`config.mk`:
```
export PLATFORM = sky130hd
export DESIGN_NAME = register_bank
export DESIGN_NICKNAME = d
export VERILOG_FILES = /design/src/rtl/register_bank_pkg.sv /design/src/rtl/register_cell.sv /design/src/rtl/register_bank.sv
export SDC_FILE = /design/constraint.sdc
export NUM_CORES = 1
export LEC_CHECK = 0
export ABC_CLOCK_PERIOD_IN_PS = 2700
export BUFFER_PORTS_ARGS = -buffer_cell sky130_fd_sc_hd__buf_2
export CAP_MARGIN = 20
export CORE_MARGIN = 2
export CORE_UTILIZATION = 40
export DETAILED_ROUTE_END_ITERATION = 7
export SYNTH_ARGS = -nofsm -noshare
export SYNTH_HDL_FRONTEND = slang
export SYNTH_SLANG_ARGS = --single-unit
```
`constraint.sdc`:
```
create_clock -name Clock -period 2.7 [get_ports Clock]
set_input_delay 0.27 -clock Clock [delete_from_list [all_inputs] [get_ports Clock]]
set_output_delay 0.27 -clock Clock [all_outputs]
set_load 0.01 [all_outputs]
```
`src/rtl/register_bank_pkg.sv`:
```
// Shared definitions for the register bank: operation codes and read-select sizing.
package register_bank_pkg;

   typedef enum logic [2:0] {
      FUN_DEC          = 3'b000,
      FUN_INC          = 3'b001,
      FUN_LOAD         = 3'b010,
      FUN_CLR          = 3'b011,
      FUN_LOAD_LO_CLR  = 3'b100,
      FUN_LOAD_LO_KEEP = 3'b101,
      FUN_SHL          = 3'b110,
      FUN_ASR          = 3'b111
   } fun_e;

   // Read selects stay at least one bit wide even for tiny banks.
   function automatic int sel_width(input int n);
      return (n > 1) ? $clog2(n) : 1;
   endfunction

endpackage

```
`src/rtl/register_cell.sv`:
```
// One register slice: storage, function unit, overflow detect and sticky overflow flag.
module register_cell
   import register_bank_pkg::*;
#(
   parameter int WIDTH    = 16,
   parameter int SATURATE = 0
) (
   input  logic             clk,
   input  logic             rst_n,
   input  logic             en,
   input  fun_e             fun_sel,
   input  logic [WIDTH-1:0] data_in,
   input  logic             clr_ovf,
   output logic [WIDTH-1:0] q,
   output logic             ovf
);

   localparam int HALF = WIDTH / 2;
   localparam logic [WIDTH-1:0] ONE = WIDTH'(1);

   logic [WIDTH-1:0] nxt;
   logic             ovf_evt;

   always_comb begin
      nxt     = q;
      ovf_evt = 1'b0;
      case (fun_sel)
         FUN_DEC: begin
            if (q == '0) begin
               ovf_evt = 1'b1;
               nxt     = (SATURATE != 0) ? '0 : '1;
            end else begin
               nxt = q - ONE;
            end
         end
         FUN_INC: begin
            if (q == '1) begin
               ovf_evt = 1'b1;
               nxt     = (SATURATE != 0) ? '1 : '0;
            end else begin
               nxt = q + ONE;
            end
         end
         FUN_LOAD:         nxt = data_in;
         FUN_CLR:          nxt = '0;
         FUN_LOAD_LO_CLR:  nxt = {{(WIDTH - HALF){1'b0}}, data_in[HALF-1:0]};
         FUN_LOAD_LO_KEEP: nxt = {q[WIDTH-1:HALF], data_in[HALF-1:0]};
         FUN_SHL:          nxt = {q[WIDTH-2:0], 1'b0};
         FUN_ASR:          nxt = {q[WIDTH-1], q[WIDTH-1:1]};
         default:          nxt = q;
      endcase
   end

   // A fresh overflow outranks a clear on the same edge.
   always_ff @(posedge clk or negedge rst_n) begin
      if (!rst_n) begin
         q   <= '0;
         ovf <= 1'b0;
      end else begin
         if (en) begin
            q <= nxt;
         end
         if (en && ovf_evt) begin
            ovf <= 1'b1;
         end else if (clr_ovf) begin
            ovf <= 1'b0;
         end
      end
   end

endmodule

```
`src/rtl/register_bank.sv`:
```
// Bank of NUM_REGS independently enabled registers with two combinational read ports.
module register_bank
   import register_bank_pkg::*;
#(
   parameter int WIDTH    = 16,
   parameter int NUM_REGS = 4,
   parameter int SATURATE = 0
) (
   input  logic                             Clock,
   input  logic                             Reset,
   input  logic [WIDTH-1:0]                 I,
   input  logic [NUM_REGS-1:0]              RegSel,
   input  logic [2:0]                       FunSel,
   input  logic                             ClrOvf,
   input  logic [sel_width(NUM_REGS)-1:0]   OutASel,
   input  logic [sel_width(NUM_REGS)-1:0]   OutBSel,
   output logic [WIDTH-1:0]                 OutA,
   output logic [WIDTH-1:0]                 OutB,
   output logic [NUM_REGS-1:0]              Ovf,
   output logic [NUM_REGS-1:0]              Zero
);

   logic [WIDTH-1:0] regs [NUM_REGS];
   fun_e             fun;

   assign fun = fun_e'(FunSel);

   for (genvar g = 0; g < NUM_REGS; g++) begin : g_cell
      register_cell #(
         .WIDTH    (WIDTH),
         .SATURATE (SATURATE)
      ) u_cell (
         .clk     (Clock),
         .rst_n   (Reset),
         .en      (RegSel[g]),
         .fun_sel (fun),
         .data_in (I),
         .clr_ovf (ClrOvf),
         .q       (regs[g]),
         .ovf     (Ovf[g])
      );

      assign Zero[g] = (regs[g] == '0);
   end

   // Selects beyond the populated registers fall through to zero.
   always_comb begin
      OutA = '0;
      OutB = '0;
      for (int unsigned k = 0; k < NUM_REGS; k++) begin
         if (32'(OutASel) == k) OutA = regs[k];
         if (32'(OutBSel) == k) OutB = regs[k];
      end
   end

endmodule

```
==> results of run 1 <==
==> through the flow <==
stage                     total power [mW]  std cells
final                                 4.90       1367
after global routing                  5.16       1367
after CTS                             4.86       1366
after detailed placement              3.59       1350
after global placement                3.58       1350
after floorplan                       2.78       1054
==> power by group <==
group          total, mW  switching, mW  internal [mW]
clock network       1.26          0.499          0.763
registers           1.47          0.292           1.18
logic               2.16           1.27          0.893
==> registers in the layout, indices dropped and copies added, names as in the netlist <==
signal             cells
g_cell.u_cell.ovf      4
g_cell.u_cell.q       64
==> layer usage <==
layer  up-vias  GRT usage
met2       461      0.495
met5         -          0
li1       4051          -
met3        72     0.0493
met1      4303      0.418
met4         0      0.107
==> cell usage after synthesis, types with 5 or more instances <==
cell      number  area, um^2
a211oi_1       9        67.6
a21o_1         8        60.1
a21oi_1      102         510
a311oi_1       5        43.8
a31oi_1       19         119
a32o_1         5        50.1
and2_1         9        56.3
and3_1        10        62.6
and4_1         6        52.6
buf_1          8        30.0
buf_2          7        35.0
clkbuf_1     103         387
dfrtp_1       68        1700
ha_1          11         138
inv_1         29         109
mux2i_1       24         240
mux4_2        32         721
nand2_1       91         342
nand2b_1       9        56.3
nand3_1       50         250
nand4_1       17         106
nor2_1        73         274
nor2b_1        9        56.3
nor3_1        33         165
nor4_1        13        81.3
o211ai_1       8        60.1
o21ai_0       82         410
o21ai_1       16        80.1
o221ai_1      17         149
o22a_1        12         105
o22ai_1       31         194
o31a_1         6        52.6
o31ai_1        6        45.0
or3_1         15        93.8
or4_1          7        52.6
xnor2_1       24         210
xor2_1        16         140
==> worst max-delay path: stages, from the launching register on <==
cell      delay, ns
dfrtp_1        0.37
inv_1          0.08
ha_1           0.18
or3b_4         0.42
or4_1          0.45
or4_4          0.48
o31ai_2        0.19
a21oi_1        0.10
a211oi_2       0.20
==> area by class of cell <==
class                      count  area, um^2  share of cell area
clock buffer                  12         256              0.0282
clock inverter                 4        47.5             0.00523
inverter                      30         113              0.0124
multi-input combinational    833        5610               0.618
sequential                    68        1700               0.187
tap                          265         332              0.0365
timing repair buffer         155        1020               0.113
==> repair_timing <==
item	in CTS	in global routing
endpoints found under the hold margin	0	0
setup buffers	0	0
gates resized for setup	0	3
setup endpoints to repair	0	2
==> cells by family (layout without fill, tap and decap cells) <==
logic type	after synthesis	after routing	share of synthesized area
fa+ha+maj	11	11	0.0174
xor+xnor	40	40	0.0444
simple gates	360	360	0.232
compound gates	362	362	0.287
mux	60	60	0.128
flops	68	68	0.216
buf+inv	153	201	0.0760
==> worst paths after layout <==
path / startpoint / to
max in group asynchronous: Reset / g_cell[3].u_cell.ovf$_DFFE_PN0P_
worst min-delay path: Reset / g_cell[0].u_cell.q[2]$_DFFE_PN0P_
worst min register to register: g_cell[0].u_cell.ovf$_DFFE_PN0P_ / g_cell[0].u_cell.ovf$_DFFE_PN0P_
worst max register to register: g_cell[0].u_cell.q[0]$_DFFE_PN0P_ / g_cell[0].u_cell.q[14]$_DFFE_PN0P_
worst max-delay path: g_cell[0].u_cell.q[0]$_DFFE_PN0P_ / g_cell[0].u_cell.q[14]$_DFFE_PN0P_
min in group Clock: ClrOvf / g_cell[0].u_cell.ovf$_DFFE_PN0P_
==> flow_results.org, run 1 <==
** Floorplanning
- Core area :: 19,400 um^2
- Boundary pin count :: 70
- FP Rows :: 51
- For this configuration, the core starts out at a cell density of 0.407.
- Floorplan die area :: 20,900 um^2
- In this run the horizontal extent of the chip is 144 um.
- The die is 144 um tall.

** Global routing
- The via count of the first global-routing pass was 8,176.
- Largest net degree at the start of global routing :: 69
- The first global-routing pass estimated 48,700 um of wire.
- Global routing finished with a remaining overflow of 0.
- Antenna violations before repair :: 0
- Across every metal layer, demand over resource in global routing totals 0.307.

** Synthesis
- Sequential-to-total area share from yosys stat :: 0.216
- Fraction of registers with async set/reset :: 1.00
- Synthesized area per cell :: 7.48 um^2
- The synthesized design contains 68 register bits.
- Number of unique standard cell types used by synthesis :: 70
- The cell area that synthesis handed to floorplanning was 7890 um^2.
- In this run, synthesis inferred 0 flip-flops with an integrated enable.
- Primary FF master, synth :: dfrtp_1
- Number of warnings printed during yosys synthesis :: 0
- Net count after synthesis :: 1,095
- Cells after Synth :: 1,054

** Timing
- Worst rel slew slack :: 0.257
- The number of pins with negative max-slew slack in the final report came to 0.
- The routed design could run at a clock period as short as 2.55 ns.
- Period utilisation layout :: 0.943
- Achievable Freq :: 0.393 GHz
- Minimum hold slack :: 0.0536 ns
- Final setup violation count :: 0
- Hold violation count in the final report :: 0
- Setup Skew :: 0.00688 ns
- Setup slack closes at 0.154 ns.
- Setup total negative slack on the finished layout was measured at 0 ns.
- For the pin with the worst max-slew slack, the measured transition is 1.10 ns.

** Layout
- Relative to the synthesized area, the layout overhead comes to 15.1%.
- Fill cell total of the finished layout :: 2,011
- At the end of the flow the core is filled with cells to 0.468.
- Of the cells placed in the final design, the portion with a size suffix greater than 1 is 0.207.
- Final net count :: 1,138
- The library cell used most frequently in the layout, excluding fill and tap cells, is a21oi_1.
- Highest-count cells in the layout ignoring fill and taps :: 101 x a21oi_1, 91 x nand2_1, 84 x buf_4, 82 x o21ai_0, 73 x nor2_1
- Number of diodes added for antenna fixing :: 0
- Finished layout cell area :: 9080 um^2

** Power
- Maximum ir drop on the vdd rail :: 328 uV
- P per Cell Area :: 539 nW/um^2
- Static power due to leakage :: 3.51 nW

** Worst setup path
- FF-to-FF path depth :: 8
- Worst Setup Start Kind :: flip-flop
- CP Data Arrival Time :: 2.82 ns
- Reg-to-reg setup timing slack :: 0.15 ns
- CP Data Required Time :: 2.97 ns
- STA classifies the critical path endpoint as a flip-flop.
- Critical Setup Path Class :: reg -> reg
- Largest fanout on the critical path :: 5

** Min path
- The tightest min-delay check is of the in -> async type.

** Placement
- Sum of net half-perimeters after detailed placement :: 23,300 um
- Count of input and output buffers :: 69
- Setup slack after placement :: 0.141 ns
- Post-Place Cell Area :: 8750 um^2
- At the end of routability-driven placement, the weighted congestion stood at 0.996.

** Clock network
- Total number of H-tree levels :: 3
- Number of buffers on the longest clock path :: 2
- Number of hold buffers added after cts :: 0
- For this design, the sink count on the clock tree is 68.
- Cell at the root of the clock tree :: clkbuf_16
- CTS tree :: built
- TritonCTS Buffers :: 9
- After clock tree synthesis, the clock-pin slew on the worst setup and hold paths is 0.06 ns.
- Clock latency on the worst-skew pair, taken at its later pin, is 0.36 ns.

** Flow run
- Max-Cap Viols :: 0

** Detailed routing
- DRT Wirelength :: 31,500 um
- Summed over all nets, wire length on met3 after detailed routing comes to 2630 um.
- Summing over every cut layer, the via total after detailed routing is 8,887.
- Remaining design rule violation count :: 0
- Before antenna repair, the detailed router went through 5 iterations.
- Wire length on met2 :: 14,800 um
- Signal routing reaches up to met4.
- For this block, wires on met1 add up to 13,100 um.
- The detailed router finished its first iteration with 730 violations.
- Vias per std cell :: 6.50
- Residual antenna-violating net count after detailed routing :: 0
- WL/cell :: 23.0 um

** Status
- Outcome :: complete, no violations
No activity file was read; power rests on OpenSTA's default activity.
==> run 2: changes to the inputs <==
Settings changed: CORE_UTILIZATION 40 to 56, PLACE_DENSITY set to 0.79.
==> run 2 against run 1 <==
Compared with the run above:
- count of clock-buffer cells in the layout grew 1
- cell count is 7.0% lower
- total power fell by 2.4%
- sequential cell count stayed put
- critical path type unchanged
- final area shrank 2.4%
- highest routed layer unchanged
==> flow_results.org, run 2 (synthesized netlist as in run 1, its figures left out) <==
** Layout
- Registers with the most flip-flops :: g_cell.u_cell.q: 64 flops, g_cell.u_cell.ovf: 4 flops (unchanged)
- Register ranked first by flip-flop count :: g_cell.u_cell.q (unchanged)
- The share of post-route cells with drive strength above 1 is 0.198 (was 0.207).
- The most common cell after layout, fill and taps aside was a21oi_1 (unchanged).
- Finished layout cell area :: 8860 um^2 (was 9080 um^2)
- The layout-stage area growth over the synthesis result was 12.3% (was 15.1%).
- The count of inserted antenna diode cells came to 0 (unchanged).
- Max FFs per register :: 64 (unchanged)
- The number of nets at the end of the flow was 1,127 (was 1,138).
- Highest-count cells in the layout ignoring fill and taps :: 101 x a21oi_1, 91 x nand2_1, 82 x o21ai_0, 75 x buf_4, 73 x nor2_1 (was 101 x a21oi_1, 91 x nand2_1, 84 x buf_4, 82 x o21ai_0, 73 x nor2_1)
- The share of the core filled with cells is 0.641 (was 0.468).

** Flow run
- Max-Cap Viols :: 0 (unchanged)

** Worst setup path
- The master of the slowest instance on the critical path is or4_4 (unchanged).
- The kind of cell adding the most delay to the critical path is simple AND/OR/NAND/NOR gates (unchanged).
- FF-to-FF path depth :: 8 (unchanged)
- The sum of buffers and inverters on the critical path was 1 (unchanged).
- The required time of the critical path came to 2.94 ns (was 2.97 ns).
- The peak fanout along the critical path was 5 (unchanged).
- The worst setup path category was reg -> reg (unchanged).
- The nature of the critical path endpoint is a flip-flop (unchanged).
- The endpoint arrival time on the critical path was 2.82 ns (about the same).
- Cell with the most instances on the worst path :: or4_4
- The type of origin of the critical path is a flip-flop (unchanged).
- Critical Path Stages :: 8 (unchanged)
- Ordered list of cells on the worst path :: inv_1, ha_2, or3b_4, or4_4, or4_4, nor3_4, a31oi_1, o22a_1 (was inv_1, ha_1, or3b_4, or4_1, or4_4, o31ai_2, a21oi_1, a211oi_2)
- Delay of the slowest critical-path stage :: 0.48 ns (about the same)

** Detailed routing
- WL/cell :: 23.5 um (was 23.0 um)
- Remaining design rule violation count :: 0 (unchanged)
- The remaining number of nets flagged by the antenna check after routing was 0 (unchanged).
- DRT Wirelength :: 29,900 um (was 31,500 um)
- Detailed router's first-iteration violation count :: 1,479 (was 730)
- First-pass DRT Iterations :: 6 (was 5)
- The average vias per placed instance was 7.24 (was 6.50).
- Number of vias in the routed layout :: 9,202 (was 8,887)

** Global routing
- Via count of the first global-routing pass :: 8,279 (was 8,176)
- Antenna violations before repair :: 1 (was 0)
- The first-pass GRT wire length was 46,500 um (was 48,700 um).
- The aggregate global-route resource usage was 0.406 (was 0.307).
- The largest net degree at the start of global routing is 69 (unchanged).
- The aggregate global routing overflow is 0 (unchanged).

** Clock network
- Cell at the root of the clock tree :: clkbuf_16 (unchanged)
- The maximum root-to-sink buffer count is 2 (unchanged).
- Clk_lat worst skew :: 0.35 ns (was 0.36 ns)
- The maximum level of the CTS H-tree is 3 (unchanged).
- Reg clk slew, reported paths :: 0.06 ns (about the same)
- CTS tree :: built (unchanged)
- TritonCTS Buffers :: 9 (unchanged)
- Clock sink count :: 68 (unchanged)

** Timing
- Setup ws final :: 0.114 ns (was 0.154 ns)
- Worst rel slew slack :: 0.251 (was 0.257)
- The final clock skew was 0.00437 ns (was 0.00688 ns).
- The final setup violation count is 0 (unchanged).
- Hold violation count in the final report :: 0 (unchanged)
- Pin slew with the least headroom to its limit :: 1.11 ns (was 1.10 ns)
- Setup TNS :: 0 ns (unchanged)
- Period utilisation layout :: 0.958 (was 0.943)
- Achievable Freq :: 0.387 GHz (was 0.393 GHz)
- Time the worst path needs with I/O delays and setup :: 2.59 ns (was 2.55 ns)
- Setup repair after global routing left no endpoint under its margin.
- The number of pins with negative max-slew slack in the final report came to 0 (unchanged).

** Placement
- Post-Place Cell Area :: 8560 um^2 (was 8750 um^2)
- The total of buffers placed on input and output ports was 69 (unchanged).
- Setup slack after placement :: 0.0936 ns (was 0.141 ns)
- Sum of net half-perimeters after detailed placement :: 21,800 um (was 23,300 um)
- Placer Congestion :: 1.05 (was 0.996)

** Power
- P per Cell Area :: 539 nW/um^2 (about the same)
- The maximum vdd ir drop came to 432 uV (was 328 uV).
- The leakage dissipation is 3.44 nW (was 3.51 nW).

** Floorplanning
- The area of the die was 15,100 um^2 (was 20,900 um^2).
- The cell row count is 43 (was 51).
- Starting density of the core :: 0.571 (was 0.407)
- The floorplan core area was 13,800 um^2 (was 19,400 um^2).
- Boundary pin count :: 70 (unchanged)
- Chip height :: 123 um (was 144 um)
- Die extent in x :: 123 um (was 144 um)

** Min path
- Type of the worst min-delay path :: in -> async (unchanged)

** Status
- Outcome: complete, no violations (unchanged).
run 2: through the flow:
step                      cells  hold WS (ns)  power (mW)
after floorplan            1054       -0.0256        2.78
after global placement     1255         0.479        3.48
after detailed placement   1255         0.476        3.52
after CTS                  1271         0.114        4.70
after global routing       1271         0.142        4.99
final                      1271        0.0671        4.78
run 2: repair_timing:
item | in CTS | in global routing
resized for setup | 0 | 3
endpoints found under the setup margin | 0 | 2
buffers inserted | 0 | 0
hold buffers | 0 | 0
run 2: area by class of cell:
| cell class | instances | area (um^2) |
|---|---|---|
| Clock buffer | 13 | 270 |
| Clock inverter | 3 | 20.0 |
| Multi-Input combinational cell | 833 | 5610 |
| Tap cell | 180 | 225 |
| Timing Repair Buffer | 144 | 923 |
| Sequential cell | 68 | 1700 |
| Fill cell | 1233 | 4960 |
| Inverter | 30 | 113 |
run 2: worst paths after layout:
path / start / to / slack [ns]
max: g_cell[0].u_cell.q[0]$_DFFE_PN0P_ / g_cell[0].u_cell.q[12]$_DFFE_PN0P_ / 0.11
min: Reset / g_cell[0].u_cell.q[0]$_DFFE_PN0P_ / 0.07
max reg2reg: g_cell[0].u_cell.q[0]$_DFFE_PN0P_ / g_cell[0].u_cell.q[12]$_DFFE_PN0P_ / 0.11
min reg2reg: g_cell[0].u_cell.ovf$_DFFE_PN0P_ / g_cell[0].u_cell.ovf$_DFFE_PN0P_ / 0.51
max in group asynchronous: Reset / g_cell[1].u_cell.q[10]$_DFFE_PN0P_ / 2.01
min in group Clock: ClrOvf / g_cell[0].u_cell.ovf$_DFFE_PN0P_ / 0.21
run 2: routing by layer:
metal | wire [um] | track usage
met5 | 0 | 0
met4 | 1850 | 0.224
met3 | 3990 | 0.0943
met2 | 13100 | 0.601
met1 | 11000 | 0.545
run 2: where the power goes:
part | internal [mW] | switching, mW
registers | 1.18 | 0.345
clock network | 0.696 | 0.480
logic | 0.865 | 1.21
run 2: worst register-to-register path, stage by stage (launching register included):
cell     delay (ns)
dfrtp_1        0.37
inv_1          0.09
ha_2           0.20
or3b_4         0.41
or4_4          0.43
or4_4          0.48
nor3_4         0.14
a31oi_1        0.10
o22a_1         0.24
